**config.mk**
```make
export PLATFORM = sky130hd
export DESIGN_NAME = maze_dfs_ctrl
export DESIGN_NICKNAME = d
export VERILOG_FILES = /design/src/rtl/maze_dfs_ctrl.sv
export SDC_FILE = /design/constraint.sdc
export NUM_CORES = 1
export LEC_CHECK = 0
export ABC_AREA = 1
export CORE_UTILIZATION = 25
export CTS_CLUSTER_DIAMETER = 30
export DETAILED_ROUTE_END_ITERATION = 7
export HOLD_SLACK_MARGIN = 0.08
export PLACE_DENSITY = 0.42
export RECOVER_POWER = 25
export SYNTH_ARGS = -nofsm -noshare
export SYNTH_HDL_FRONTEND = slang
export SYNTH_SLANG_ARGS = --single-unit
```
**constraint.sdc**
```tcl
create_clock -name clk -period 6.8 [get_ports clk]
set_input_delay 1.36 -clock clk [delete_from_list [all_inputs] [get_ports clk]]
set_output_delay 1.36 -clock clk [all_outputs]
set_load 0.02 [all_outputs]
```
**src/rtl/maze_dfs_ctrl.sv**
```systemverilog
// Depth-first maze search sequencer driving a location stack, with path replay.
// Define MAZE_STEP_CNT_EN to expose the step counter on port stepCnt.
module maze_dfs_ctrl #(
   parameter int MAZE_W    = 16,
   parameter int MAZE_H    = 16,
   parameter int MAX_STEPS = 1024
) (
   input  logic       clk,
   input  logic       rst,
   input  logic       start,
   input  logic [7:0] startLoc,
   input  logic [7:0] goalLoc,
   output logic [7:0] wallAddr,
   output logic       wallRd,
   input  logic       wallData,
   output logic       stkClr,
   output logic       stkPush,
   output logic       stkPop,
   output logic [7:0] stkLocIn,
   input  logic [7:0] stkLocOut,
   input  logic       stkEmpty,
   output logic       stkDone,
   output logic       stkRun,
   output logic       busy,
   output logic       found,
   output logic       fail
`ifdef MAZE_STEP_CNT_EN
   ,
   output logic [15:0] stepCnt
`endif
);

   typedef enum logic [3:0] {
      S_IDLE, S_CLEAR, S_PUSH_START, S_SCAN, S_RDREQ, S_RDWAIT, S_CHECK,
      S_BACK_POP, S_PARENT_POP, S_PARENT_RD, S_PARENT_PUSH,
      S_DONE_PULSE, S_REPLAY, S_END
   } state_t;

   state_t       state;
   logic [7:0]   cur;
   logic [7:0]   goal;
   logic [15:0]  step;
   logic [1:0]   dir;
   logic [255:0] visited;
   logic         pop_q;
   logic [4:0]   nx;
   logic [4:0]   ny;
   logic [7:0]   nb;
   logic         nb_ok;
   logic         start_in;

`ifdef MAZE_STEP_CNT_EN
   assign stepCnt = step;
`endif

   // 5-bit neighbour coordinates so wrap-around lands out of range
   always_comb begin
      nx = {1'b0, cur[7:4]};
      ny = {1'b0, cur[3:0]};
      unique case (dir)
         2'd0:    nx = nx + 5'd1;
         2'd1:    ny = ny + 5'd1;
         2'd2:    nx = nx - 5'd1;
         default: ny = ny - 5'd1;
      endcase
      nb    = {nx[3:0], ny[3:0]};
      nb_ok = (nx < 5'(MAZE_W)) && (ny < 5'(MAZE_H)) && !visited[nb];
   end

   assign start_in = ({1'b0, cur[7:4]} < 5'(MAZE_W)) &&
                     ({1'b0, cur[3:0]} < 5'(MAZE_H));

   // replay pops must track stkEmpty in the same cycle
   assign stkPop = pop_q | ((state == S_REPLAY) && !stkEmpty);

   always_ff @(posedge clk) begin
      if (rst) begin
         state    <= S_IDLE;
         cur      <= '0;
         goal     <= '0;
         step     <= '0;
         dir      <= '0;
         visited  <= '0;
         wallAddr <= '0;
         wallRd   <= 1'b0;
         stkClr   <= 1'b0;
         stkPush  <= 1'b0;
         pop_q    <= 1'b0;
         stkLocIn <= '0;
         stkDone  <= 1'b0;
         stkRun   <= 1'b0;
         busy     <= 1'b0;
         found    <= 1'b0;
         fail     <= 1'b0;
      end else begin
         wallRd  <= 1'b0;
         stkClr  <= 1'b0;
         stkPush <= 1'b0;
         pop_q   <= 1'b0;
         stkDone <= 1'b0;
         unique case (state)
            S_IDLE: if (start) begin
               cur     <= startLoc;
               goal    <= goalLoc;
               found   <= 1'b0;
               fail    <= 1'b0;
               visited <= '0;
               step    <= '0;
               dir     <= '0;
               busy    <= 1'b1;
               stkClr  <= 1'b1;
               state   <= S_CLEAR;
            end
            S_CLEAR: begin
               stkPush  <= 1'b1;
               stkLocIn <= cur;
               if (start_in) visited[cur] <= 1'b1;
               step  <= 16'd1;
               dir   <= '0;
               state <= S_PUSH_START;
            end
            S_PUSH_START: begin
               if (cur == goal) begin
                  stkDone <= 1'b1;
                  found   <= 1'b1;
                  state   <= S_DONE_PULSE;
               end else begin
                  state <= S_SCAN;
               end
            end
            S_SCAN: begin
               if (nb_ok) begin
                  wallRd   <= 1'b1;
                  wallAddr <= nb;
                  state    <= S_RDREQ;
               end else if (dir == 2'd3) begin
                  pop_q <= 1'b1;
                  state <= S_BACK_POP;
               end else begin
                  dir <= dir + 2'd1;
               end
            end
            S_RDREQ: state <= S_RDWAIT;
            S_RDWAIT: begin
               if (wallData) begin
                  if (dir == 2'd3) begin
                     pop_q <= 1'b1;
                     state <= S_BACK_POP;
                  end else begin
                     dir   <= dir + 2'd1;
                     state <= S_SCAN;
                  end
               end else begin
                  stkPush           <= 1'b1;
                  stkLocIn          <= wallAddr;
                  visited[wallAddr] <= 1'b1;
                  cur               <= wallAddr;
                  step              <= step + 16'd1;
                  dir               <= '0;
                  state             <= S_CHECK;
               end
            end
            S_CHECK: begin
               if (cur == goal) begin
                  stkDone <= 1'b1;
                  found   <= 1'b1;
                  state   <= S_DONE_PULSE;
               end else if (step >= 16'(MAX_STEPS)) begin
                  fail  <= 1'b1;
                  busy  <= 1'b0;
                  state <= S_END;
               end else begin
                  state <= S_SCAN;
               end
            end
            S_BACK_POP: state <= S_PARENT_POP;
            S_PARENT_POP: begin
               if (stkEmpty) begin
                  fail  <= 1'b1;
                  busy  <= 1'b0;
                  state <= S_END;
               end else begin
                  pop_q <= 1'b1;
                  state <= S_PARENT_RD;
               end
            end
            S_PARENT_RD: state <= S_PARENT_PUSH;
            S_PARENT_PUSH: begin
               cur      <= stkLocOut;
               stkPush  <= 1'b1;
               stkLocIn <= stkLocOut;
               dir      <= '0;
               state    <= S_SCAN;
            end
            S_DONE_PULSE: begin
               stkRun <= 1'b1;
               state  <= S_REPLAY;
            end
            S_REPLAY: if (stkEmpty) begin
               stkRun <= 1'b0;
               busy   <= 1'b0;
               state  <= S_END;
            end
            S_END: state <= S_IDLE;
            default: state <= S_IDLE;
         endcase
      end
   end

endmodule
```
# --- After elaboration in Yosys (flattened, before gate mapping) ---
# Cells that the tools add are included.
word_totals:
  word_cells: 155
  inputBits: 29
  reg_bits: 319
  output_inout_bits: 25
classes:
  n_eq_ne: 26
  bitwise_logic: 6
  reduce_logical: 35
  muxes: 57
  add_sub_neg: 6
  order_cmp: 8
ops:
  columns: ["operator", "count"]
  rows:
  - ["$pmux W256 S3", 1]
  - ["$mux W256", 2]
  - ["$or A256 B256 Y256", 2]
  - ["$pmux W4 S13", 1]
  - ["$pmux W16 S3", 1]
  - ["$pmux W8 S3", 2]
  - ["$mux W16", 2]
  - ["$mux W4", 8]
  - ["$lt A8 B9 Y1 const B", 3]
  - ["$eq A4 B4 Y1 const B", 5]
  - ["$mux W1", 20]
  - ["$pmux W5 S2", 2]
  - ["$add A16 B1 Y16 const B", 1]
  - ["$demux W1 S8", 2]
  - ["$eq A4 B3 Y1 const B", 4]
  - ["$ge A16 B11 Y1 const B", 1]
  - ["$ge A8 B1 Y1 const B", 2]
  - ["$mux W8", 2]
  - ["$reduce_and A3 Y1", 5]
  - ["$reduce_bool A3 Y1", 5]
  - ["$ne A2 B2 Y1 const B", 7]
  - ["$reduce_or A2 Y1", 7]
  - ["$add A4 B1 Y5 const B", 2]
  - ["$lt A5 B5 Y1 const B", 2]
  - ["other kinds (25)", 49]

# --- Depth between registers and ports, before layout ---
# Gate-level depths: netlist of the first run.
depth:
  ltp_word: 9
  mapped_depth: 21

# --- Worst setup path after synthesis of the first run ---
# No wires, ideal clock.
synth_timing:
  path_kind: "input port to output port"
  from: "input port stkEmpty"
  to: "output port stkPop"
  n_path_buf: 0
  path_slack_ns: 3.802
  required_time_ns: 5.440
  stages: 3
  arrival_time_ns: 1.638
  cell_sequence: "inv_1 nand2_1 nand2_1"
synth_via:
  elab_chain_cells: 3
synth_rtl:
  columns: ["item", "line_no", "source"]
  rows:
  - ["start, declared", "21", "input logic stkEmpty,"]
  - ["$logic_not A1 Y1", "74", "assign stkPop = pop_q | ((state == S_REPLAY) && !stkEmpty);"]
  - ["$logic_and A1 B1 Y1", "74", null]
  - ["$or A1 B1 Y1", "74", null]
  - ["end, declared", "18", "output logic stkPop,"]
# Every way passes these cells.

==> results of run 1 <==
layer usage:
metal,wire length (µm),share of wire,GRT usage
met2,35000,0.42,0.327
met3,7300,0.087,0.0512
met4,3350,0.040,0.0970
met5,0,0,0
met1,38300,0.46,0.311
cell families after synthesis:
| logic type | synth area share |
|---|---|
| and+or+nand+nor | 0.243 |
| AOI/OAI and AO/OA | 0.267 |
| buffers and inverters | 0.130 |
| DFF | 0.350 |
| adders and majority gates | 0.00837 |
| xor gates and xnor gates | 0.00144 |
final timing paths:
check,start,end,slack [ns],cells past startpoint
setup / recovery,rst,visited[5]$_SDFFE_PP0P_,1.58,6
hold / removal,visited[144]$_SDFFE_PP0P_,visited[144]$_SDFFE_PP0P_,0.45,2
setup reg to reg,dir[0]$_SDFFE_PP0P_,wallAddr[2]$_SDFFE_PP0P_,1.88,20
hold reg to reg,visited[144]$_SDFFE_PP0P_,visited[144]$_SDFFE_PP0P_,0.45,2
area by class of cell:
class,instances,share of cell area
clock buffers,153,0.136
clock inverters,43,0.0222
repair buffers,100,0.0415
well taps,950,0.0517
inverters,339,0.0557
flip-flops and latches,319,0.278
multi-input cells,1948,0.415
sequential cells by signal, indices dropped and copies added (netlist names):
signal and count:
stkLocIn 8, visited 256, stkPush 1, found 1, wallRd 1, cur 8, stkClr 1, busy 1
step 16, wallAddr 8, goal 8, pop_q 1, state 4, stkDone 1, fail 1, stkRun 1
dir 2
worst max-delay path, delay by kind of cell:
kind / cells / cell delay [ns]
AND/OR/NAND/NOR: 1 / 1.26
buffers and inverters: 4 / 2.71
AO/OA/AOI/OAI: 1 / 0.24
power by group through the flow:
stage | registers, µW | clock network (µW) | logic, µW
after CTS | 2220 | 4960 | 4300
final | 2220 | 4900 | 4350
after global placement | 2240 | 0 | 4280
after floorplan | 2210 | 0 | 2810
after detailed placement | 2240 | 0 | 4290
after global routing | 2240 | 5080 | 4700
cells in the mapped netlist, types with 3 or more instances:
master	count
nor2_1	125
inv_1	331
buf_2	33
ha_1	9
a211oi_1	3
inv_2	7
nor2_2	3
buf_1	5
nand2_1	357
o211ai_1	28
xor2_1	3
nand3_1	478
nand4_1	4
a31oi_1	34
nor3_1	7
nand2_2	5
dfxtp_1	319
a21oi_1	294
nand3_2	3
buf_4	18
o21ai_0	571
buf_6	7
clkbuf_1	185
o21ai_1	5
metrics by stage:
step | utilization | setup WS, ns | area (µm²) | instances | hold slack [ns]
floorplan | - | 3.80 | 18200 | 2854 | 0.430
global placement | 0.269 | 2.09 | 19400 | 3656 | 0.437
detailed placement | 0.269 | 1.98 | 19400 | 3656 | 0.443
CTS | 0.320 | 1.98 | 23000 | 3852 | 0.450
global route | 0.320 | 1.43 | 23000 | 3852 | 0.462
finish | 0.320 | 1.58 | 23000 | 3852 | 0.451
==> results.md, run 1 <==
* Status: complete, but fails checks
* Failing checks: max-capacitance violations, max-slew violations
* Clock sink count at 319
* Initial Util at 0.254
* Core area at 71900 µm²
* Syn Area/Cell at 6.39 µm²
* Max VDD drop at 0.490 mV
* Switching Share at 0.420
* Slowest stage cell, crit path: nand2_1
* Count of final setup violators at 0
* CP Capture Type: flop
* Nets@finish at 2853
* Cts bufs inserted at 105
* Commonest cells after routing, fill and taps aside: o21ai_0, nand3_1, nand2_1, inv_1, dfxtp_1
* Comb pwr share at 0.379
* Slew Viols, Final at 36
* Post-Syn Nets at 2894
* Setup repair bufs after CTS at 0
* Number of register bits inferred by synthesis at 319
* Leakage at 0.00828 µW
* Post-cts resize count at 0
* Hold-fix buffers at CTS at 0
* GPL Wtd Cong at 0.857
* Multi-input combinational cell area at 9540 µm²
* Rel. slew slack at -0.0146
* Total power at 11500 µW
* RSZ-0062 raised after global routing: no
* Post-synth top area share at 0.350
* Clk root buf: clkbuf_16
* Psw at 4820 µW
* Wire per inst at 21.8 µm
* Max-cap violations at 1
* Via Count at 20600
* Die extent in y at 272 µm
* Slowest cell delay on critical path at 1.26 ns
* Worst EP arrival at 5.77 ns
* 1st-iter DRT viols at 2271
* Hold Crit Class: flop to flop
* P_int at 6650 µW
* Synth Flop Type: dfxtp_1
* Seq pwr share at 0.193
* Min Tclk post-route at 5.22 ns
* Cell variety after synth at 39
* Clock share of power at 0.427
* TritonCTS clock tree: done
* Largest net degree at the start of global routing at 191
* Ports at 54
* Final Cycle Share at 0.768
* CP cell instances: dlygate4sd3_1, inv_1, clkbuf_1, nand2_1, buf_12, a21oi_1
* Worst Max-Slew Pin Slew at 1.52 ns
* Grt total ovfl at 0
* # DRC at 0
* Syn Inst Count at 2854
* Mapped Area at 18200 µm²
* Fraction of registers with async set/reset at 0
* Max Freq at 191 MHz
* Fillers at 7912
* CTS Buffer Depth at 3
* FF/Latch Area at 6390 µm²
* Antenna violations before repair at 3
* Share of layout cells above drive strength 1 at 0.0872
* Detailed placement HPWL at 46800 µm
* Final Hold Fails at 0
* Routed Antenna Nets at 0
* Worst-case clock skew at 0.0198 ns
* Crit start category: input pin
* H-Tree Depth at 3
* Diode count at 0
* Syn-to-layout area delta at 26.0%
* Dominant cell type by area after synthesis: dfxtp_1
* DR pass1 iterations at 6
* Sequential area share after synthesis at 0.350
* Critical path class: input pin to flop
* Via density at 5.34
* Crit-path max FO at 107
* Ranking of synthesized cells by area: dfxtp_1, o21ai_0, nand3_1
* Die area at 74000 µm²
* Clock edge transition at the registers on the reported setup and hold paths at 0.04 ns
* Die X-Extent at 272 µm
* Total negative setup slack at 0 ns
* First-pass GRT wire length at 125000 µm
* Yosys warns at 0
* # port buffers at 53
* Worst-Skew Late Latency at 0.64 ns
* Required time worst endpoint at 7.34 ns
* Final wirelength at 84000 µm
* Commonest non-fill, non-tap cell in the layout: o21ai_0
* Placement Rows at 98
* Vias in the first global route at 19600
* Post-synth EDFFs at 0
* Pwr Density at 499 nW/µm²
* GR Util All Layers at 0.223
(Power assumes the default switching activity.)
==> run 2: changes to the inputs <==
==> constraint.sdc (replaced) <==
create_clock -name clk -period 5.1 [get_ports clk]
set_input_delay 1.02 -clock clk [delete_from_list [all_inputs] [get_ports clk]]
set_output_delay 1.02 -clock clk [all_outputs]
set_load 0.02 [all_outputs]
==> run 2 against run 1 <==
Effect of this change: the flow still finishes with violations (max-capacitance violations, max-slew violations); routed wire length up 2.6%; hold slack worse by 0.0069 ns; non-clock buffer count rose by 8; via count is 0.15% lower; sequential power grew 32%.
==> results.md, run 2 (synthesized netlist as in run 1, its figures left out) <==
* Slew Viols, Final at 167 (was 36)
* Worst reg2reg startpoint: state[1]$_SDFFE_PP0P_ (was dir[0]$_SDFFE_PP0P_)
* CP Launch Point: state[1]$_SDFFE_PP0P_ (was rst)
* Syn-to-layout area delta at 24.9% (was 26.0%)
* CP Capture Type: flop (unchanged)
* Die area at 74000 µm² (unchanged)
* 1st-iter DRT viols at 2195 (was 2271)
* Via Count at 20500 (was 20600)
* Slowest cell delay on critical path at 1.44 ns (was 1.26 ns)
* Antenna violations before repair at 3 (unchanged)
* Setup repair bufs after CTS at 0 (unchanged)
* Max VDD drop at 0.583 mV (was 0.490 mV)
* Detailed placement HPWL at 49100 µm (was 46800 µm)
* Hold-fix buffers at CTS at 0 (unchanged)
* Max-cap violations at 4 (was 1)
* CTS Buffer Depth at 3 (unchanged)
* Final Hold Fails at 0 (unchanged)
* GPL Wtd Cong at 0.864 (was 0.857)
* Slowest stage cell, crit path: nor2_1 (was nand2_1)
* Most numerous cell on the critical path: nand2_1
* Vias in the first global route at 19600 (about the same)
* Setup WS pre-CTS at 1.19 ns (was 1.98 ns)
* Cts bufs inserted at 98 (was 105)
* Initial Util at 0.254 (unchanged)
* Max Freq at 223 MHz
* Crit-path max FO at 60 (was 107)
* Routed Antenna Nets at 0 (unchanged)
* Commonest non-fill, non-tap cell in the layout: o21ai_0 (unchanged)
* Largest net degree at the start of global routing at 189 (was 191)
* Total negative setup slack at 0 ns (unchanged)
* Nets@finish at 2854 (was 2853)
* Worst-case clock skew at 0.0252 ns (was 0.0198 ns)
* RSZ-0062 raised after global routing: no (unchanged)
* Crit start category: flop (was input pin)
* Leakage at 0.00818 µW (was 0.00828 µW)
* Worst-Skew Late Latency at 0.65 ns (was 0.64 ns)
* Wire per inst at 22.4 µm (was 21.8 µm)
* Final Cycle Share at 0.881
* Core area at 71900 µm² (unchanged)
* Grt total ovfl at 0 (unchanged)
* GR Util All Layers at 0.229 (was 0.223)
* H-Tree Depth at 3 (unchanged)
* Required time worst endpoint at 5.61 ns (was 7.34 ns)
* Pwr Density at 656 nW/µm² (was 499 nW/µm²)
* Largest regs: visited (256), step (16) (unchanged)
* Clk root buf: clkbuf_16 (unchanged)
* Share of layout cells above drive strength 1 at 0.0850 (was 0.0872)
* Ports at 54 (unchanged)
* DR pass1 iterations at 6 (unchanged)
* Reg with most FFs: visited (unchanged)
* Commonest cells after routing, fill and taps aside: o21ai_0, nand3_1, nand2_1, inv_1, dfxtp_1 (unchanged)
* Delay-heaviest family, CP: simple AND/OR/NAND/NOR gates (was buffers and inverters)
* Clock sink count at 319 (unchanged)
* Failing checks: max-capacitance violations, max-slew violations (unchanged)
* Worst Max-Slew Pin Slew at 1.93 ns (was 1.52 ns)
* Status: complete, but fails checks (unchanged)
* Hold Crit Class: flop to flop (unchanged)
* CP cell instances: inv_1, nand2_1, nor2_1, nand2_1, nand2_1, a21oi_4, buf_4, clkbuf_2, nand3_1, a21oi_1 (was dlygate4sd3_1, inv_1, clkbuf_1, nand2_1, buf_12, a21oi_1)
* Die extent in y at 272 µm (unchanged)
* Via density at 5.34 (about the same)
* Worst EP arrival at 5.00 ns (was 5.77 ns)
* Count of final setup violators at 0 (unchanged)
* Rel. slew slack at -0.290 (was -0.0146)
* First-pass GRT wire length at 128000 µm (was 125000 µm)
* Min Tclk post-route at 4.49 ns
* Clock edge transition at the registers on the reported setup and hold paths at 0.04 ns (about the same)
* Final wirelength at 86200 µm (was 84000 µm)
* WP buf/inv at 3 (was 4)
* # port buffers at 53 (unchanged)
* TritonCTS clock tree: done (unchanged)
* Die X-Extent at 272 µm (unchanged)
* Post-cts resize count at 0 (unchanged)
* Critical path class: flop to flop (was input pin to flop)
* Placement Rows at 98 (unchanged)
* # DRC at 0 (unchanged)
* Max reg flops at 256 (unchanged)
* Beginning of the worst hold path: visited[106]$_SDFFE_PP0P_ (was visited[144]$_SDFFE_PP0P_)
* PnR worst setup slack at 0.607 ns (was 1.58 ns)
==> run 2: cell types whose count changed in the layout (fill, tap and decap cells not counted), sizes merged <==
cell	before	now
clkbuf	154	136
diode	0	1
bufinv	10	12
clkinvlp	0	2
buf	46	51
inv	342	343
==> run 2: final cells by class <==
| class | count | area (µm²) |
|---|---|---|
| well taps | 950 | 1190 |
| diodes | 1 | 2.50 |
| fillers | 7857 | 49100 |
| repair buffers | 108 | 1030 |
| multi-input cells | 1948 | 9520 |
| inverters | 339 | 1280 |
| flip-flops and latches | 319 | 6390 |
| clock buffers | 132 | 2790 |
| clock inverters | 48 | 583 |
==> run 2: routing by layer <==
metal	vias up	wire length, µm	GRT usage
li1	9557	-	-
met1	9755	37800	0.314
met2	1010	36300	0.337
met3	200	8190	0.0517
met4	0	3910	0.107
met5	-	0	0
==> run 2: power breakdown <==
part           internal, µW  switching (µW)  total (µW)
Combinational          1440            4400        5830
Clock                  4370            1800        6170
Sequential             2760             176        2940
==> run 2: final timing paths <==
| check | end | slack, ns | depth (start not counted) |
|---|---|---|---|
| setup / recovery | visited[107]$_SDFFE_PP0P_ | 0.61 | 10 |
| hold / removal | visited[106]$_SDFFE_PP0P_ | 0.44 | 2 |
| setup reg to reg | visited[107]$_SDFFE_PP0P_ | 0.61 | 10 |
| hold reg to reg | visited[106]$_SDFFE_PP0P_ | 0.44 | 2 |
==> run 2: tightest hold or removal path, stage by stage, from the launching register on <==
cell and delay (ns):
dfxtp_1 0.30, inv_1 0.04, a21oi_1 0.05
==> run 2: stage by stage <==
step | util | hold WS (ns) | instance area, µm² | total power [µW] | std cells
global placement | 0.271 | 0.441 | 19500 | 8730 | 3664
global route | 0.317 | 0.461 | 22800 | 15700 | 3844
finish | 0.317 | 0.444 | 22800 | 14900 | 3845
CTS | 0.318 | 0.448 | 22800 | 15000 | 3844
floorplan | - | 0.430 | 18200 | 6700 | 2854
detailed placement | 0.271 | 0.442 | 19500 | 8740 | 3664
==> run 3: changes to the inputs <==
--- a/config.mk
+++ b/config.mk
@@ -6,11 +6,14 @@
 export NUM_CORES = 1
 export LEC_CHECK = 0
 export ABC_AREA = 1
+export CELL_PAD_IN_SITES_DETAIL_PLACEMENT = 0
+export CELL_PAD_IN_SITES_GLOBAL_PLACEMENT = 1
+export CORE_MARGIN = 1
 export CORE_UTILIZATION = 25
 export CTS_CLUSTER_DIAMETER = 30
 export DETAILED_ROUTE_END_ITERATION = 7
 export HOLD_SLACK_MARGIN = 0.08
-export PLACE_DENSITY = 0.42
+export PLACE_DENSITY = 0.49
 export RECOVER_POWER = 25
 export SYNTH_ARGS = -nofsm -noshare
 export SYNTH_HDL_FRONTEND = slang
==> run 3 against run 2 <==
Effect of this change: the run still ends with max-capacitance violations, max-slew violations left; sequential power barely moved; critical endpoint is now visited[34]$_SDFFE_PP0P_; highest routed layer is now met5; clock skew down 0.0087 ns; clock power rose by 13%; via count is essentially flat.
==> results.md, run 3 (synthesized netlist as in run 1, its figures left out) <==
* P_int at 9260 µW (was 8580 µW)
* Nets@finish at 2881 (was 2854)
* Hold Crit Class: flop to flop (unchanged)
* CP Capture Type: flop (unchanged)
* Detailed placement HPWL at 50900 µm (was 49100 µm)
* Clock edge transition at the registers on the reported setup and hold paths at 0.04 ns (about the same)
* Antenna violations before repair at 9 (was 3)
* Clk root buf: clkbuf_16 (unchanged)
* Clock sink count at 319 (unchanged)
* Worst-Skew Late Latency at 0.66 ns (was 0.65 ns)
* CTS Buffer Depth at 3 (unchanged)
* Final wirelength at 92200 µm (was 86200 µm)
* TritonCTS clock tree: done (unchanged)
* Leakage at 0.00846 µW (was 0.00818 µW)
* Final Non-Filler Cells at 3885 (was 3845)
* RSZ-0062 raised after global routing: no (unchanged)
* Max Freq at 229 MHz (was 223 MHz)
* 1st-iter DRT viols at 2034 (was 2195)
* Largest net degree at the start of global routing at 190 (was 189)
* Total power at 15900 µW (was 14900 µW)
* Syn-to-layout area delta at 28.7% (was 24.9%)
* DP Cell Count at 3671 (was 3664)
* Count of final setup violators at 0 (unchanged)
* Max reg flops at 256 (unchanged)
* H-Tree Depth at 3 (unchanged)
* Hold endpoint: visited[106]$_SDFFE_PP0P_ (unchanged)
* Status: complete, but fails checks (unchanged)
* Reg-to-reg slack, setup at 0.84 ns (was 0.61 ns)
* Failing checks: max-capacitance violations, max-slew violations (unchanged)
* Hold-fix buffers at CTS at 0 (unchanged)
* First-pass GRT wire length at 136000 µm (was 128000 µm)
* Core area at 71900 µm² (unchanged)
* Commonest non-fill, non-tap cell in the layout: o21ai_0 (unchanged)
* Crit start category: input pin (was flop)
* # DRC at 0 (unchanged)
* Placement Rows at 98 (unchanged)
* Clock share of power at 0.439 (was 0.413)
* Slew Viols, Final at 259 (was 167)
* Routed Antenna Nets at 0 (unchanged)
* GR Util All Layers at 0.246 (was 0.229)
* Final Cycle Share at 0.855 (was 0.881)
* Vias in the first global route at 19900 (was 19600)
* Beginning of the worst hold path: visited[106]$_SDFFE_PP0P_ (unchanged)
* Max-cap violations at 2 (was 4)
* Pwr Density at 676 nW/µm² (was 656 nW/µm²)
* Die extent in y at 272 µm (unchanged)
* Final Hold Fails at 0 (unchanged)
* Reg2reg end: visited[34]$_SDFFE_PP0P_ (was visited[107]$_SDFFE_PP0P_)
* Psw at 6610 µW (was 6370 µW)
* Cts bufs inserted at 118 (was 98)
* Post-cts resize count at 0 (unchanged)
* Comb pwr share at 0.375 (was 0.390)
* Commonest cells after routing, fill and taps aside: o21ai_0, nand3_1, nand2_1, inv_1, dfxtp_1 (unchanged)
* Worst EP arrival at 4.94 ns (was 5.00 ns)
* Max VDD drop at 0.643 mV (was 0.583 mV)
* Die X-Extent at 272 µm (unchanged)
* Reg with most FFs: visited (unchanged)
* Post-layout util at 0.327 (was 0.317)
* Largest regs: visited (256), step (16) (unchanged)
* Critical path class: input pin to flop (was flop to flop)
* Worst reg2reg startpoint: state[2]$_SDFFE_PP0P_ (was state[1]$_SDFFE_PP0P_)
* Crit-path max FO at 140 (was 60)
* Ports at 54 (unchanged)
* Worst-case clock skew at 0.0165 ns (was 0.0252 ns)
* Grt total ovfl at 0 (unchanged)
* Reg2reg path depth at 9 (was 10)
* Switching Share at 0.416 (was 0.426)
* Initial Util at 0.254 (unchanged)
* Rel. slew slack at -1.10 (was -0.290)
* GPL Wtd Cong at 0.816 (was 0.864)
* Worst Max-Slew Pin Slew at 3.15 ns (was 1.93 ns)
* Final hold slack at 0.447 ns (was 0.444 ns)
* Total negative setup slack at 0 ns (unchanged)
* # port buffers at 53 (unchanged)
* DR pass1 iterations at 5 (was 6)
* Min Tclk post-route at 4.36 ns (was 4.49 ns)
* Setup repair bufs after CTS at 0 (unchanged)
* Share of layout cells above drive strength 1 at 0.0954 (was 0.0850)
* Seq pwr share at 0.186 (was 0.197)
* Via density at 5.28 (was 5.34)
* Wire per inst at 23.7 µm (was 22.4 µm)
* Die area at 74000 µm² (unchanged)
* Hold path depth at 2 (unchanged)
* Required time worst endpoint at 5.68 ns (was 5.61 ns)
* Via Count at 20500 (about the same)
## run 3: cell count changes in the layout (fill, tap and decap cells not counted), sizes merged, moves of 7 or more
cell / delta
clkbuf: +57
bufinv: -8
clkinv: -17
dlygate4sd3: -9
clkdlybuf4s50: +9
buf: +7
## run 3: worst max-delay path, cell delays in order
cell and delay (ns):
clkdlybuf4s50_1 0.46, inv_1 0.06, nand2_1 0.13, nand2_1 0.13, a21oi_4 0.24, buf_2 2.00, nand3_1 0.30, a21oi_1 0.25
## run 3: per-stage QoR
| step | worst slack, ns | cell area [µm²] |
|---|---|---|
| 2_1_floorplan | 2.43 | 18200 |
| 3_3_place_gp | 1.26 | 19600 |
| 3_5_place_dp | 1.17 | 19600 |
| 4_1_cts | 1.15 | 23500 |
| 6_report | 0.739 | 23500 |
| 5_1_grt | 0.550 | 23500 |
## run 3: final cells by class
type	instances	area, µm²
fillers	7876	48400
clock inverters	24	251
clock buffers	189	3690
repair buffers	115	1120
multi-input cells	1948	9550
flip-flops and latches	319	6390
inverters	339	1280
diodes	1	2.50
well taps	950	1190
## run 3: worst max path at each step
stage,startpoint,to,slack (ns),cells past startpoint
final,start,visited[34]$_SDFFE_PP0P_,0.74,8
after floorplan,dir[0]$_SDFFE_PP0P_,wallAddr[2]$_SDFFE_PP0P_,2.43,19
after CTS,cur[1]$_SDFFE_PP0P_,wallAddr[6]$_SDFFE_PP0P_,1.15,17
after global routing,state[2]$_SDFFE_PP0P_,visited[34]$_SDFFE_PP0P_,0.55,9
after detailed placement,cur[1]$_SDFFE_PP0P_,wallAddr[0]$_SDFFE_PP0P_,1.17,17
after global placement,cur[1]$_SDFFE_PP0P_,wallAddr[0]$_SDFFE_PP0P_,1.26,17
## run 3: layer usage
metal | vias to the layer above | part of all wire | global-route usage
li1 | 9615 | - | -
met1 | 10000 | 0.45 | 0.331
met2 | 722 | 0.45 | 0.388
met3 | 178 | 0.061 | 0.0412
met4 | 2 | 0.035 | 0.0977
met5 | - | 0.00014 | 0
## run 3: power by group through the flow
| stage | clock, µW | combinational, µW | sequential, µW |
|---|---|---|---|
| after CTS | 7050 | 5990 | 2960 |
| after detailed placement | 0 | 5980 | 2990 |
| after global routing | 7200 | 6480 | 2990 |
| final | 6970 | 5940 | 2960 |
| after floorplan | 0 | 3750 | 2950 |
| after global placement | 0 | 5990 | 2990 |
